--- src/rtl/mac_stack_pkg.sv ---
// ---------------------------------------------------------------------------
// mac_stack_pkg
// Shared constants for the MAC TX stack:
//   - ethertypes for the IP and ARP layers
//   - mac_tx_arbiter FSM state encoding
//   - requester index constants used by the round-robin arbiter
// ---------------------------------------------------------------------------
package mac_stack_pkg;

    localparam logic [15:0] P_TYPE_IP  = 16'h0800;
    localparam logic [15:0] P_TYPE_ARP = 16'h0806;

    localparam logic [1:0] ST_IDLE = 2'd0;
    localparam logic [1:0] ST_XFER = 2'd1;
    localparam logic [1:0] ST_GAP  = 2'd2;

    localparam logic REQ_IP  = 1'b0;
    localparam logic REQ_ARP = 1'b1;

endpackage

--- src/rtl/rr_arb2.sv ---
// ---------------------------------------------------------------------------
// rr_arb2
// Two-way round-robin pick between IP and ARP with a last-served pointer.
// Ports:
//   i_clk, i_rst_n   clock, asynchronous active-low reset
//   i_req_ip/arp     request levels
//   i_update         1-cycle pulse: record i_served as the last-served side
//   i_served         requester index that just finished its frame
//   o_winner         requester index that would win now (valid when any req)
// ---------------------------------------------------------------------------
module rr_arb2
    import mac_stack_pkg::*;
(
    input  logic i_clk,
    input  logic i_rst_n,
    input  logic i_req_ip,
    input  logic i_req_arp,
    input  logic i_update,
    input  logic i_served,
    output logic o_winner
);

    logic last_q;
    logic last_d;

    always_comb begin
        last_d = last_q;
        if (i_update) begin
            last_d = i_served;
        end
    end

    // On a tie the side that was not served last wins.
    always_comb begin
        o_winner = REQ_IP;
        if (i_req_ip && i_req_arp) begin
            o_winner = (last_q == REQ_IP) ? REQ_ARP : REQ_IP;
        end else if (i_req_arp) begin
            o_winner = REQ_ARP;
        end
    end

    // Pointer resets to "ARP served last" so IP wins the first tie.
    always_ff @(posedge i_clk or negedge i_rst_n) begin
        if (!i_rst_n) begin
            last_q <= REQ_ARP;
        end else begin
            last_q <= last_d;
        end
    end

endmodule

--- src/rtl/mac_tx_arbiter.sv ---
// ---------------------------------------------------------------------------
// mac_tx_arbiter
// Shares the MAC TX datapath between IP and ARP, one whole frame at a time.
// FSM IDLE -> XFER -> GAP -> IDLE; round-robin on ties; the granted byte
// stream is passed to MAC TX through a one-cycle registered mux, and frame
// type/length are latched at grant time.
// Ports:
//   i_clk, i_rst_n                 clock, asynchronous active-low reset
//   i_ip_*  / i_arp_*              req/type/len/data/valid/last per requester
//   o_ip_grant / o_arp_grant       ownership levels (never both high)
//   o_mac_type/len/data/valid/last frame to MAC TX
//   i_mac_ready                    MAC TX can start a new frame
//   o_busy                         FSM not in IDLE
//   o_timeout                      watchdog abort pulse
// Optional feature macro: MAC_TX_ARB_TIMEOUT_EN enables the XFER watchdog;
// without it o_timeout is constant 0 and XFER waits for last indefinitely.
// ---------------------------------------------------------------------------
module mac_tx_arbiter
    import mac_stack_pkg::*;
#(
    parameter int P_GAP_CYCLES = 12,
    parameter int P_TIMEOUT    = 1024
) (
    input  logic        i_clk,
    input  logic        i_rst_n,
    input  logic        i_ip_req,
    input  logic [15:0] i_ip_type,
    input  logic [15:0] i_ip_len,
    input  logic [7:0]  i_ip_data,
    input  logic        i_ip_valid,
    input  logic        i_ip_last,
    output logic        o_ip_grant,
    input  logic        i_arp_req,
    input  logic [15:0] i_arp_type,
    input  logic [15:0] i_arp_len,
    input  logic [7:0]  i_arp_data,
    input  logic        i_arp_valid,
    input  logic        i_arp_last,
    output logic        o_arp_grant,
    output logic [15:0] o_mac_type,
    output logic [15:0] o_mac_len,
    output logic [7:0]  o_mac_data,
    output logic        o_mac_valid,
    output logic        o_mac_last,
    input  logic        i_mac_ready,
    output logic        o_busy,
    output logic        o_timeout
);

    logic [1:0]  state_q,   state_d;
    logic        owner_q,   owner_d;
    logic [15:0] type_q,    type_d;
    logic [15:0] len_q,     len_d;
    logic [7:0]  data_q,    data_d;
    logic        valid_q,   valid_d;
    logic        last_q,    last_d;
    logic [7:0]  gap_q,     gap_d;
    logic        timeout_q, timeout_d;

    logic        arb_winner;
    logic        frame_end;
    logic        in_xfer;
    logic        g_valid;
    logic        g_last;
    logic [7:0]  g_data;
    logic        wd_expire;

    assign in_xfer = (state_q == ST_XFER);

    // Beat from the current owner; the other side's inputs never reach MAC TX.
    assign g_valid = in_xfer && ((owner_q == REQ_IP) ? i_ip_valid : i_arp_valid);
    assign g_last  = (owner_q == REQ_IP) ? i_ip_last : i_arp_last;
    assign g_data  = (owner_q == REQ_IP) ? i_ip_data : i_arp_data;

    rr_arb2 u_rr_arb2 (
        .i_clk     (i_clk),
        .i_rst_n   (i_rst_n),
        .i_req_ip  (i_ip_req),
        .i_req_arp (i_arp_req),
        .i_update  (frame_end),
        .i_served  (owner_q),
        .o_winner  (arb_winner)
    );

`ifdef MAC_TX_ARB_TIMEOUT_EN
    localparam int WD_W = $clog2(P_TIMEOUT + 1);

    logic [WD_W-1:0] wd_q, wd_d;

    // Counts consecutive XFER cycles without an owner beat; the cycle that
    // would make the count reach P_TIMEOUT is the abort cycle.
    assign wd_expire = in_xfer && !g_valid && (wd_q == WD_W'(P_TIMEOUT - 1));

    always_comb begin
        wd_d = '0;
        if (in_xfer && !g_valid && !wd_expire) begin
            wd_d = wd_q + 1'b1;
        end
    end

    always_ff @(posedge i_clk or negedge i_rst_n) begin
        if (!i_rst_n) begin
            wd_q <= '0;
        end else begin
            wd_q <= wd_d;
        end
    end

    assign o_timeout = timeout_q;
`else
    assign wd_expire = 1'b0;
    assign o_timeout = 1'b0;
`endif

    always_comb begin
        state_d   = state_q;
        owner_d   = owner_q;
        type_d    = type_q;
        len_d     = len_q;
        data_d    = 8'h00;
        valid_d   = 1'b0;
        last_d    = 1'b0;
        gap_d     = gap_q;
        timeout_d = 1'b0;
        frame_end = 1'b0;

        case (state_q)
            ST_IDLE: begin
                if (i_mac_ready && (i_ip_req || i_arp_req)) begin
                    state_d = ST_XFER;
                    owner_d = arb_winner;
                    type_d  = (arb_winner == REQ_IP) ? i_ip_type : i_arp_type;
                    len_d   = (arb_winner == REQ_IP) ? i_ip_len  : i_arp_len;
                end
            end
            ST_XFER: begin
                data_d  = g_data;
                valid_d = g_valid;
                last_d  = g_valid && g_last;
                if (g_valid && g_last) begin
                    frame_end = 1'b1;
                    state_d   = ST_GAP;
                    gap_d     = 8'd0;
                end else if (wd_expire) begin
                    // Close the frame on the MAC side with a dummy last byte.
                    data_d    = 8'h00;
                    valid_d   = 1'b1;
                    last_d    = 1'b1;
                    timeout_d = 1'b1;
                    frame_end = 1'b1;
                    state_d   = ST_GAP;
                    gap_d     = 8'd0;
                end
            end
            ST_GAP: begin
                if (gap_q == 8'(P_GAP_CYCLES - 1)) begin
                    state_d = ST_IDLE;
                end else begin
                    gap_d = gap_q + 8'd1;
                end
            end
            default: begin
                state_d = ST_IDLE;
            end
        endcase
    end

    always_ff @(posedge i_clk or negedge i_rst_n) begin
        if (!i_rst_n) begin
            state_q   <= ST_IDLE;
            owner_q   <= REQ_IP;
            type_q    <= 16'h0000;
            len_q     <= 16'h0000;
            data_q    <= 8'h00;
            valid_q   <= 1'b0;
            last_q    <= 1'b0;
            gap_q     <= 8'd0;
            timeout_q <= 1'b0;
        end else begin
            state_q   <= state_d;
            owner_q   <= owner_d;
            type_q    <= type_d;
            len_q     <= len_d;
            data_q    <= data_d;
            valid_q   <= valid_d;
            last_q    <= last_d;
            gap_q     <= gap_d;
            timeout_q <= timeout_d;
        end
    end

    // Grants decode straight from flops, so they are exclusive by construction.
    assign o_ip_grant  = in_xfer && (owner_q == REQ_IP);
    assign o_arp_grant = in_xfer && (owner_q == REQ_ARP);
    assign o_mac_type  = type_q;
    assign o_mac_len   = len_q;
    assign o_mac_data  = data_q;
    assign o_mac_valid = valid_q;
    assign o_mac_last  = last_q;
    assign o_busy      = (state_q != ST_IDLE);

endmodule

--- config.mk ---
export PLATFORM = sky130hd
export DESIGN_NAME = mac_tx_arbiter
export DESIGN_NICKNAME = d
export VERILOG_FILES = /design/src/rtl/mac_stack_pkg.sv /design/src/rtl/rr_arb2.sv /design/src/rtl/mac_tx_arbiter.sv
export SDC_FILE = /design/constraint.sdc
export NUM_CORES = 1
export LEC_CHECK = 0
export BUFFER_PORTS_ARGS = -buffer_cell sky130_fd_sc_hd__buf_2
export CAP_MARGIN = 20
export CELL_PAD_IN_SITES_DETAIL_PLACEMENT = 0
export CELL_PAD_IN_SITES_GLOBAL_PLACEMENT = 1
export CORE_ASPECT_RATIO = 0.5
export CORE_MARGIN = 3
export CORE_UTILIZATION = 36
export CTS_BUF_LIST = sky130_fd_sc_hd__clkbuf_8
export CTS_CLUSTER_SIZE = 8
export DETAILED_ROUTE_END_ITERATION = 8
export PLACE_DENSITY = 0.95
export SYNTH_ARGS = -nofsm -noshare
export SYNTH_HDL_FRONTEND = slang
export SYNTH_SLANG_ARGS = --single-unit
--- constraint.sdc ---
create_clock -name i_clk -period 2.3 [get_ports i_clk]
set_input_delay 0.115 -clock i_clk [delete_from_list [all_inputs] [get_ports i_clk]]
set_output_delay 0.115 -clock i_clk [all_outputs]
set_load 0.02 [all_outputs]
==> Implementation_results.wiki, run 1 <==
{| class="wikitable"
! Metric !! Value
|-
| PortBufs || approximately 130
|-
| Post-synth top flop || dfrtp_1
|-
| Share of cells above drive strength 1 || 0.429
|-
| Starting utilization of the core area || 0.394
|-
| Worst-Skew Late Latency || 300 ps
|-
| Min cycle time layout || ~1700 ps
|-
| Via density per instance || 4.67
|-
| Maximum number of pins on one net before global-route repair || 67
|-
| RSZ-0062 raised after global routing || false
|-
| Clk network pwr share || 0.133
|-
| Family with the most delay on the worst path || flip-flops
|-
| DIE HEIGHT || 65.3 µm
|-
| CP Capture Type || flop
|-
| Final net count || around 460
|-
| Number of rows created at floorplan || 20
|-
| Power per cell area || between 1000 and 1500 nW/µm²
|-
| Total Power Consumption || between 3 and 4 mW
|-
| Highest attainable clock frequency || ~590 MHz
|-
| Top cells by area, synth || dfrtp_1, mux2i_1, o21ai_0
|-
| Final Cycle Share || 0.735
|-
| Sequential share of power || 0.417
|-
| Min-delay worst type || in -> reg
|-
| DRC || 0
|-
| Max-cap check violation count || 0
|-
| Average wire per cell in the routed design || roughly 14 µm
|-
| M1 GR Usage || 0.177
|-
| Number of levels in the clock H-tree || 2
|-
| Register bit count reported by yosys || 54
|-
| Full die area || just over 8000 µm²
|-
| EDFF count, synth || 0
|-
| Core Footprint || approximately 6400 µm²
|-
| Endpoints failing hold || 0
|-
| Critical path buffer and inverter count || 1
|-
| Count of pins over their slew limit || 0
|-
| Synthesis Warnings || 0
|-
| Slowest library cell on the worst path || dfrtp_1
|-
| Aggregate global-route resource usage || 0.152
|-
| Crit path cell chain || nand3_1 -> nand2_1 -> nand2b_1 -> inv_1 -> nor2_4 -> a211o_1
|-
| Total Negative Setup Slacks || 0 ps
|-
| Leakage component of the power || ~1.8 nW
|-
| Fraction of power consumed by combinational cells || 0.450
|-
| Worst Hold Slack || 53.6 ps
|-
| Netlist Area Pre-Place || between 2000 and 3000 µm²
|-
| Utilization after layout || 0.525
|-
| Worst endpoint required time || roughly 2500 ps
|-
| Root buffer selected by CTS || clkbuf_8
|-
| Int Power || ~2.2 mW
|-
| Critical path class || reg -> reg
|-
| Antenna violations before repair || 0
|-
| Crit path max fanout || 14
|-
| Setup clock skew after layout || between 8 and 9 ps
|-
| Net switching power || approximately 1.6 mW
|-
| Detailed-route via count || around 2100
|-
| Data arrival time of the critical path || around 1900 ps
|-
| Total CTS buffers || 5
|-
| CTS tree || done
|-
| Number of gates resized after cts || 0
|-
| Max-Slew Margin vs Limit || 0.618
|-
| Number of global-route vias before repair || 2131
|-
| Clk buf depth || 2
|-
| Clock sinks || between 50 and 60
|-
| Fraction of power spent switching nets || 0.426
|-
| Post-DP HPWL || 4930 µm
|-
| Filler Cells Inserted || ~590
|-
| Cell taking the most area after synthesis || dfrtp_1
|-
| Slew of the pin with the lowest slew margin || 573 ps
|-
| Syn_area_per_cell || approximately 11 µm²
|-
| Levels on crit path || 6
|-
| Largest incremental delay on the critical path || 720 ps
|-
| Depth of the worst register-to-register path || 6
|-
| I/O Pins || roughly 140
|-
| Number of iterations in the first detailed-routing pass || 5
|-
| Result of the run || finished, final reports clean
|-
| Count of distinct cell types in the synthesized netlist || 37
|-
| Diode insertion count for antenna repair || 0
|-
| Clock transition at the registers of the reported paths || 100 ps
|-
| Drt total wl || slightly above 6000 µm
|-
| Syn nets || approximately 320
|-
| Routing layer with the top usage in global route || met2
|-
| Share of the yosys chip area belonging to registers || 0.534
|-
| GRT Residual Overflow || 0
|-
| GR Layer Usage met2 || 0.284
|-
| Depth of the worst hold-timing path || 3
|-
| Met3 GRT Util || 0.0333
|-
| Layout area overhead || 33.2%
|-
| Final weighted congestion of routability-driven global placement || ~0.85
|-
| Post-CTS setup buffers || 0
|-
| Post-detailed-route count of antenna-violating nets || 0
|-
| Gate count after technology mapping || ~230
|-
| First-pass GRT wire length || between 10000 and 15000 µm
|-
| Share of the synthesized area in the top cell type || 0.523
|-
| Chip width || 125 µm
|-
| Worst Setup Start Kind || flop
|-
| Detailed Route Iter0 Violations || between 80 and 90
|-
| Finish-stage setup viols || 0
|-
| IR drop worst, VDD || about 0.54 mV
|-
| Post-synthesis async set-or-reset flop share || 1.00
|-
| Hold bufs inserted after CTS || 1
|}
==> layer usage <==
metal,vias up,share of wire
li1,1068,-
met1,997,0.41
met2,48,0.54
met3,7,0.039
met4,0,0.012
met5,-,0
==> cells in the mapped netlist, types with 2 or more instances <==
library cell	number
nor2_1	15
nor3_1	2
nand3_1	3
mux2_2	2
a22o_2	2
and3_1	2
buf_2	5
nand2_1	36
dfrtp_1	53
inv_1	4
clkbuf_1	5
buf_6	3
o21ai_0	35
nand2b_1	3
mux2i_1	42
==> sequential cells by signal, summed over array words and instances, names as in the netlist <==
register / cells
o_mac_len: 16
gap_q: 8
state_q: 2
o_mac_valid: 1
o_mac_data: 8
u_rr_arb2.last_q: 1
o_mac_type: 16
o_mac_last: 1
owner_q: 1
==> layout make-up <==
type	count	area, µm²	share of cell area
multi-input cells	162	1090	0.324
clock buffers	5	68.8	0.0204
flip-flops and latches	54	1350	0.401
repair buffers	138	718	0.213
inverters	4	15.0	0.00445
clock inverters	3	17.5	0.00519
well taps	88	110	0.0326
==> power by group through the flow <==
stage | Combinational [mW] | Clock, mW | Sequential (mW)
after global placement | 1.71 | 0 | 1.61
final | 1.73 | 0.513 | 1.60
after global routing | 1.91 | 0.566 | 1.67
after detailed placement | 1.76 | 0 | 1.62
after CTS | 1.75 | 0.530 | 1.61
after floorplan | 0.776 | 0 | 1.97
==> through the flow <==
stage	worst slack (ps)	cell area [µm²]	cells
floorplan	818	2530	234
global placement	703	3280	445
detailed placement	621	3280	445
CTS	612	3380	454
global route	463	3380	454
finish	610	3380	454
==> path summary, 6_finish.rpt <==
check                             start       endpoint  slack, ps
max reg2reg                     owner_q       gap_q[3]        610
max in group asynchronous       i_rst_n   o_mac_len[6]       1400
max                             owner_q       gap_q[3]        610
min reg2reg                o_mac_len[4]   o_mac_len[4]        490
min in group asynchronous       i_rst_n     state_q[1]        270
min                        i_ip_data[4]  o_mac_data[4]         50
==> cells by family (layout without fill, tap and decap cells) <==
family,Yosys count,after routing,share of synthesized area
compound gates,48,48,0.119
xor+xnor,1,1,0.00346
fa+ha+maj,1,1,0.00494
buf+inv,18,150,0.0395
flops,54,54,0.534
mux,44,44,0.175
other cells,1,1,0.00148
simple gates,67,67,0.123
==> placed cells by master, fill, tap and decap left out, types with 2 or more instances in the layout <==
cell      Yosys  final
a22o_2        2      2
and3_1        2      2
buf_2         5    133
buf_4         1      3
clkbuf_8      0      5
dfrtp_1      53     53
inv_1         4      5
mux2_2        2      2
mux2i_1      42     42
nand2_1      36     36
nand2b_1      3      3
nand3_1       3      3
nor2_1       15     15
nor3_1        2      2
o21ai_0      35     35
==> worst reg2reg max path, stage by stage, from the launching register on <==
cell and delay (ps):
dfrtp_1 720, nand3_1 140, nand2_1 110, nand2b_1 90, inv_1 150, nor2_4 80
a211o_1 300
No activity file was read; power rests on OpenSTA's default activity.
==> inputs of run 2 (changes only) <==
--- a/config.mk
+++ b/config.mk
@@ -11,11 +11,11 @@
 export CELL_PAD_IN_SITES_GLOBAL_PLACEMENT = 1
 export CORE_ASPECT_RATIO = 0.5
 export CORE_MARGIN = 3
-export CORE_UTILIZATION = 36
+export CORE_UTILIZATION = 31
 export CTS_BUF_LIST = sky130_fd_sc_hd__clkbuf_8
 export CTS_CLUSTER_SIZE = 8
 export DETAILED_ROUTE_END_ITERATION = 8
-export PLACE_DENSITY = 0.95
+export PLACE_DENSITY = 0.9
 export SYNTH_ARGS = -nofsm -noshare
 export SYNTH_HDL_FRONTEND = slang
 export SYNTH_SLANG_ARGS = --single-unit
==> constraint.sdc (replaced) <==
create_clock -name i_clk -period 1.4 [get_ports i_clk]
set_input_delay 0.07 -clock i_clk [delete_from_list [all_inputs] [get_ports i_clk]]
set_output_delay 0.07 -clock i_clk [all_outputs]
set_load 0.02 [all_outputs]
==> Implementation_results.wiki, run 2 (same netlist as run 1, synthesis figures left out) <==
{| class="wikitable"
! Metric !! Value
|-
| Worst Setup Start Kind || flop
|-
| Top library cells by usage in the layout, fill and taps aside || buf_2, dfrtp_1, mux2i_1, nand2_1, o21ai_1
|-
| Share of cells above drive strength 1 || 0.495
|-
| Diode insertion count for antenna repair || 0
|-
| Root buffer selected by CTS || clkbuf_8
|-
| Max-Slew Margin vs Limit || 0.637
|-
| Number of iterations in the first detailed-routing pass || 4
|-
| Largest incremental delay on the critical path || 450 ps
|-
| Number of global-route vias before repair || ~2200
|-
| I/O Pins || 135
|-
| Crit path cell chain || nand3b_1 -> nand2_1 -> nand2b_1 -> inv_1 -> nor2_4 -> mux2_4
|-
| Min-delay worst type || in -> reg
|-
| Endpoints failing hold || 0
|-
| Leading cell type in the layout, fill and taps excluded || buf_2
|-
| Post-detailed-route count of antenna-violating nets || 0
|-
| Crit path max fanout || 7
|-
| Critical path class || reg -> reg
|-
| Placed Area || around 3500 µm²
|-
| Total CTS buffers || 5
|-
| CTS tree || done
|-
| Via density per instance || 4.57
|-
| Number of placed cells counting well taps || 480
|-
| Routing layer with the top usage in global route || met2
|-
| DRC || 0
|-
| Slew of the pin with the lowest slew margin || between 500 and 600 ps
|-
| Min cycle time layout || 1480 ps
|-
| Utilization after layout || 0.519
|-
| Full die area || between 9000 and 10000 µm²
|-
| Chip width || approximately 130 µm
|-
| DIE HEIGHT || around 70 µm
|-
| Count of pins over their slew limit || 0
|-
| IR drop worst, VDD || 0.600 mV
|-
| M1 GR Usage || 0.160
|-
| CP Capture Type || flop
|-
| Total Negative Setup Slacks || -762 ps
|-
| Result of the run || finished, violations left
|-
| Violations in the final reports || negative setup slack
|-
| Family with the most delay on the worst path || simple AND/OR/NAND/NOR gates
|-
| Drt total wl || between 7000 and 8000 µm
|-
| Antenna violations before repair || 0
|-
| Layout area overhead || 56.1%
|-
| Aggregate global-route resource usage || 0.137
|-
| Maximum number of pins on one net before global-route repair || 41
|-
| Leakage component of the power || between 2 and 2.5 nW
|-
| Final Cycle Share || 1.06
|-
| Finish-stage setup viols || 34
|-
| Worst endpoint required time || ~1600 ps
|-
| GRT Residual Overflow || 0
|-
| Final net count || roughly 500
|-
| GR Layer Usage met2 || 0.248
|-
| Average wire per cell in the routed design || about 14 µm
|-
| First-pass GRT wire length || around 10000 µm
|-
| Final weighted congestion of routability-driven global placement || 0.843
|-
| Number of rows created at floorplan || 22
|-
| Starting utilization of the core area || 0.332
|-
| Highest attainable clock frequency || approximately 680 MHz
|-
| Detailed Route Iter0 Violations || roughly 100
|-
| Data arrival time of the critical path || ~1700 ps
|-
| Max-cap check violation count || 0
|-
| Clock sinks || between 50 and 60
|-
| Power per cell area || between 1500 and 2000 nW/µm²
|-
| Clock transition at the registers of the reported paths || 100 ps
|-
| Post-route cell area || just under 4000 µm²
|-
| RSZ-0062 raised after global routing || true
|-
| Setup clock skew after layout || 8.75 ps
|-
| Post-DP HPWL || slightly above 5000 µm
|-
| Core Footprint || 7620 µm²
|-
| Critical path buffer and inverter count || 1
|-
| Slowest library cell on the worst path || dfrtp_1
|-
| Number of levels in the clock H-tree || 2
|-
| Setup ws final || -80.3 ps
|-
| Worst-Skew Late Latency || approximately 310 ps
|-
| PortBufs || about 130
|-
| Final Instance Count excl. Fillers || slightly above 500
|-
| Detailed-route via count || 2350
|-
| Met3 GRT Util || 0.0266
|-
| Clk buf depth || 2
|}
-- run 2: cell count changes in the layout (fill, tap and decap cells not counted), moves of 4 or more --
| cell | before | now |
|---|---|---|
| nand2_1 | 36 | 32 |
| dlygate4sd3_1 | 1 | 10 |
| o21ai_0 | 35 | 7 |
| nand2_2 | 0 | 4 |
| o21ai_1 | 0 | 26 |
| buf_12 | 1 | 6 |
| buf_4 | 3 | 22 |
-- run 2: path summary, 6_finish.rpt --
check / slack, ps / startpoint / endpoint / cells after the start
hold reg to reg: 490 / o_mac_type[9] / o_mac_type[9] / 2
setup / recovery: -80 / owner_q / gap_q[0] / 6
min in group asynchronous: 210 / i_rst_n / o_mac_data[4] / 2
max in group asynchronous: 610 / i_rst_n / u_rr_arb2.last_q / 3
setup reg to reg: -80 / owner_q / gap_q[0] / 6
hold / removal: 5 / i_arp_data[1] / o_mac_data[1] / 3
-- run 2: area by class of cell --
type,count,area [µm²]
Clock inverter,3,43.8
Fill cell,683,3670
Inverter,4,15.0
Multi-Input combinational cell,162,1150
Clock buffer,5,68.8
Tap cell,108,135
Timing Repair Buffer,178,1190
Sequential cell,54,1350
-- run 2: worst reg2reg max path, stage by stage (launching register included) --
cell	delay [ps]
dfrtp_1	450
nand3b_1	200
nand2_1	120
nand2b_1	90
inv_1	150
nor2_4	90
mux2_4	270
-- run 2: through the flow --
stage	power [mW]	hold slack, ps	setup slack, ps
finish	7.55	4.88	-80.3
global route	8.01	7.82	-191
CTS	7.00	0.575	-78.4
detailed placement	5.82	6.08	-71.3
global placement	5.75	6.54	-28.0
floorplan	4.51	-226	-17.4
-- run 2: what timing repair did --
| action | 4_1_cts | 5_1_grt |
|---|---|---|
| endpoints found under the hold margin | 20 | 0 |
| endpoints found under the setup margin | 8 | 30 |
| hold buffers | 10 | 0 |
| buffers inserted | 4 | 6 |
| cloned | 0 | 6 |
| resized for setup | 3 | 60 |
| pin swaps | 3 | 7 |
-- run 2: power by group --
part	switching, mW	leakage (nW)	internal [mW]
combinational	2.19	1.35	1.76
sequential	0.340	0.687	2.20
clock	0.529	0.0585	0.537
-- run 2: routing by layer --
| metal | share of wire | routed length [µm] | up-vias |
|---|---|---|---|
| met5 | 0 | 0 | - |
| met4 | 0.024 | 179 | 0 |
| met3 | 0.025 | 185 | 22 |
| met2 | 0.53 | 3940 | 42 |
| met1 | 0.42 | 3070 | 1133 |
| li1 | - | - | 1153 |
==> inputs of run 3 (changes only) <==
--- a/config.mk
+++ b/config.mk
@@ -11,11 +11,12 @@
 export CELL_PAD_IN_SITES_GLOBAL_PLACEMENT = 1
 export CORE_ASPECT_RATIO = 0.5
 export CORE_MARGIN = 3
-export CORE_UTILIZATION = 31
+export CORE_UTILIZATION = 34
 export CTS_BUF_LIST = sky130_fd_sc_hd__clkbuf_8
 export CTS_CLUSTER_SIZE = 8
 export DETAILED_ROUTE_END_ITERATION = 8
-export PLACE_DENSITY = 0.9
+export HOLD_SLACK_MARGIN = 0.08
+export PLACE_DENSITY = 0.93
 export SYNTH_ARGS = -nofsm -noshare
 export SYNTH_HDL_FRONTEND = slang
 export SYNTH_SLANG_ARGS = --single-unit
==> constraint.sdc (replaced) <==
create_clock -name i_clk -period 1.6 [get_ports i_clk]
set_input_delay 0.08 -clock i_clk [delete_from_list [all_inputs] [get_ports i_clk]]
set_output_delay 0.08 -clock i_clk [all_outputs]
set_load 0.02 [all_outputs]
==> Implementation_results.wiki, run 3 (same netlist as run 1, synthesis figures left out) <==
{| class="wikitable"
! Metric !! Value
|-
| Leakage component of the power || about 2.1 nW
|-
| Worst-Skew Late Latency || around 300 ps
|-
| Layout area overhead || 61.3%
|-
| Crit path max fanout || 7
|-
| Detailed Route Iter0 Violations || between 100 and 150
|-
| Aggregate global-route resource usage || 0.172
|-
| Pre-CTS WS || -1.41 ps
|-
| Final net count || around 520
|-
| CTS tree || done
|-
| Antenna violations before repair || 0
|-
| Root buffer selected by CTS || clkbuf_8
|-
| Average wire per cell in the routed design || 14.3 µm
|-
| Result of the run || finished, final reports clean
|-
| Post-detailed-route count of antenna-violating nets || 0
|-
| Core Footprint || about 6900 µm²
|-
| Critical path class || reg -> reg
|-
| I/O Pins || ~140
|-
| Setup clock skew after layout || 8.04 ps
|-
| First-pass GRT wire length || 11700 µm
|-
| Crit path cell chain || ha_2 -> nor4b_4 -> a31oi_4 -> nor2_4 -> a211o_1
|-
| Sequential cell area || between 1000 and 1500 µm²
|-
| Critical path buffer and inverter count || 0
|-
| Setup ws final || between 15 and 20 ps
|-
| Area of the multi-input gates || ~1100 µm²
|-
| Filler Cells Inserted || slightly below 600
|-
| DRC || 0
|-
| Min cycle time layout || 1580 ps
|-
| Max-cap check violation count || 0
|-
| Post-DP HPWL || roughly 4900 µm
|-
| GRT Residual Overflow || 0
|-
| IR drop worst, VDD || 0.739 mV
|-
| Leading cell type in the layout, fill and taps excluded || buf_2
|-
| Number of levels in the clock H-tree || 2
|-
| Share of cells above drive strength 1 || 0.386
|-
| Total Negative Setup Slacks || 0 ps
|-
| Chip width || roughly 130 µm
|-
| Drt total wl || 7530 µm
|-
| Total CTS buffers || 5
|-
| Power per cell area || around 1500 nW/µm²
|-
| Slowest library cell on the worst path || dfrtp_1
|-
| Endpoints failing hold || 0
|-
| Number of iterations in the first detailed-routing pass || 4
|-
| Maximum number of pins on one net before global-route repair || 61
|-
| Via density per instance || between 4 and 5
|-
| Number of rows created at floorplan || 21
|-
| Detailed-route via count || roughly 2500
|-
| Largest incremental delay on the critical path || 420 ps
|-
| Min-delay worst type || in -> reg
|-
| Diode insertion count for antenna repair || 0
|-
| Finish-stage setup viols || 0
|-
| Family with the most delay on the worst path || compound AO/OA/AOI/OAI gates
|-
| Clock transition at the registers of the reported paths || approximately 100 ps
|-
| Final weighted congestion of routability-driven global placement || slightly above 0.8
|-
| Full die area || about 8600 µm²
|-
| PortBufs || ~130
|-
| Starting utilization of the core area || 0.365
|-
| RSZ-0062 raised after global routing || true
|-
| Final Cycle Share || 0.990
|-
| CP Capture Type || flop
|-
| DIE HEIGHT || 67.1 µm
|-
| Worst Setup Start Kind || flop
|-
| Data arrival time of the critical path || between 1500 and 2000 ps
|-
| Highest attainable clock frequency || around 630 MHz
|-
| Clock sinks || between 50 and 60
|-
| Worst endpoint required time || 1800 ps
|-
| Number of global-route vias before repair || between 2000 and 2500
|-
| Count of pins over their slew limit || 0
|-
| Clk buf depth || 2
|-
| Top library cells by usage in the layout, fill and taps aside || buf_2, dlygate4sd3_1, dfrtp_1, mux2i_1, nand2_1
|}
run 3: changes by cell type in the layout (fill, tap and decap cells not counted), sizes merged:
| cell | change |
|---|---|
| clkbuf | -2 |
| clkinvlp | +1 |
| bufinv | -1 |
| dlygate4sd3 | +52 |
| clkinv | -1 |
| buf | -20 |
run 3: layout make-up:
cell class,count,share of cell area
repair buffers,207,0.345
well taps,92,0.0282
clock inverters,2,0.00398
multi-input cells,162,0.268
flip-flops and latches,54,0.331
inverters,4,0.00367
clock buffers,6,0.0202
run 3: worst paths after layout:
path	startpoint	to	slack, ps	cells after the start
worst min-delay path	i_ip_data[3]	o_mac_data[3]	70	3
worst max register to register	gap_q[0]	gap_q[3]	20	5
max in group asynchronous	i_rst_n	u_rr_arb2.last_q	1030	3
min in group asynchronous	i_rst_n	gap_q[4]	290	3
worst max-delay path	gap_q[0]	gap_q[3]	20	5
worst min register to register	o_mac_len[10]	o_mac_len[10]	480	2
run 3: worst reg2reg max path, delay by kind of cell (launching register included):
family                     cells  cell delay, ps
DFF                            1             420
AOI/OAI and AO/OA              2             640
and+or+nand+nor                2             240
adders and majority gates      1             200
run 3: repair_timing:
item | 4_1_cts | 5_1_grt
hold buffers | 61 | 2
endpoints found under the hold margin | 85 | 1
setup buffers | 0 | 5
endpoints found under the setup margin | 1 | 8
pin swaps | 1 | 2
gates resized for setup | 0 | 4
run 3: layer usage:
metal | GRT usage | share of wire
met4 | 0.0648 | 0.023
met5 | 0 | 0
met2 | 0.339 | 0.57
met1 | 0.187 | 0.38
met3 | 0.0296 | 0.028
run 3: stage by stage:
stage / hold WS (ps) / utilization / area [µm²] / std cells / power, mW
4_1_cts: 80.6 / 0.582 / 4040 / 522 / 5.91
6_report: 70.3 / 0.589 / 4090 / 527 / 5.98
3_5_place_dp: 98.4 / 0.480 / 3330 / 453 / 4.92
2_1_floorplan: -216 / - / 2530 / 234 / 3.95
5_1_grt: 91.9 / 0.589 / 4090 / 527 / 6.39
3_3_place_gp: 100 / 0.480 / 3330 / 453 / 4.85
run 3: report_power, final:
part / internal (mW) / switching [mW]
sequential: 1.93 / 0.330
clock: 0.357 / 0.459
combinational: 1.20 / 1.71
total: 3.48 / 2.50
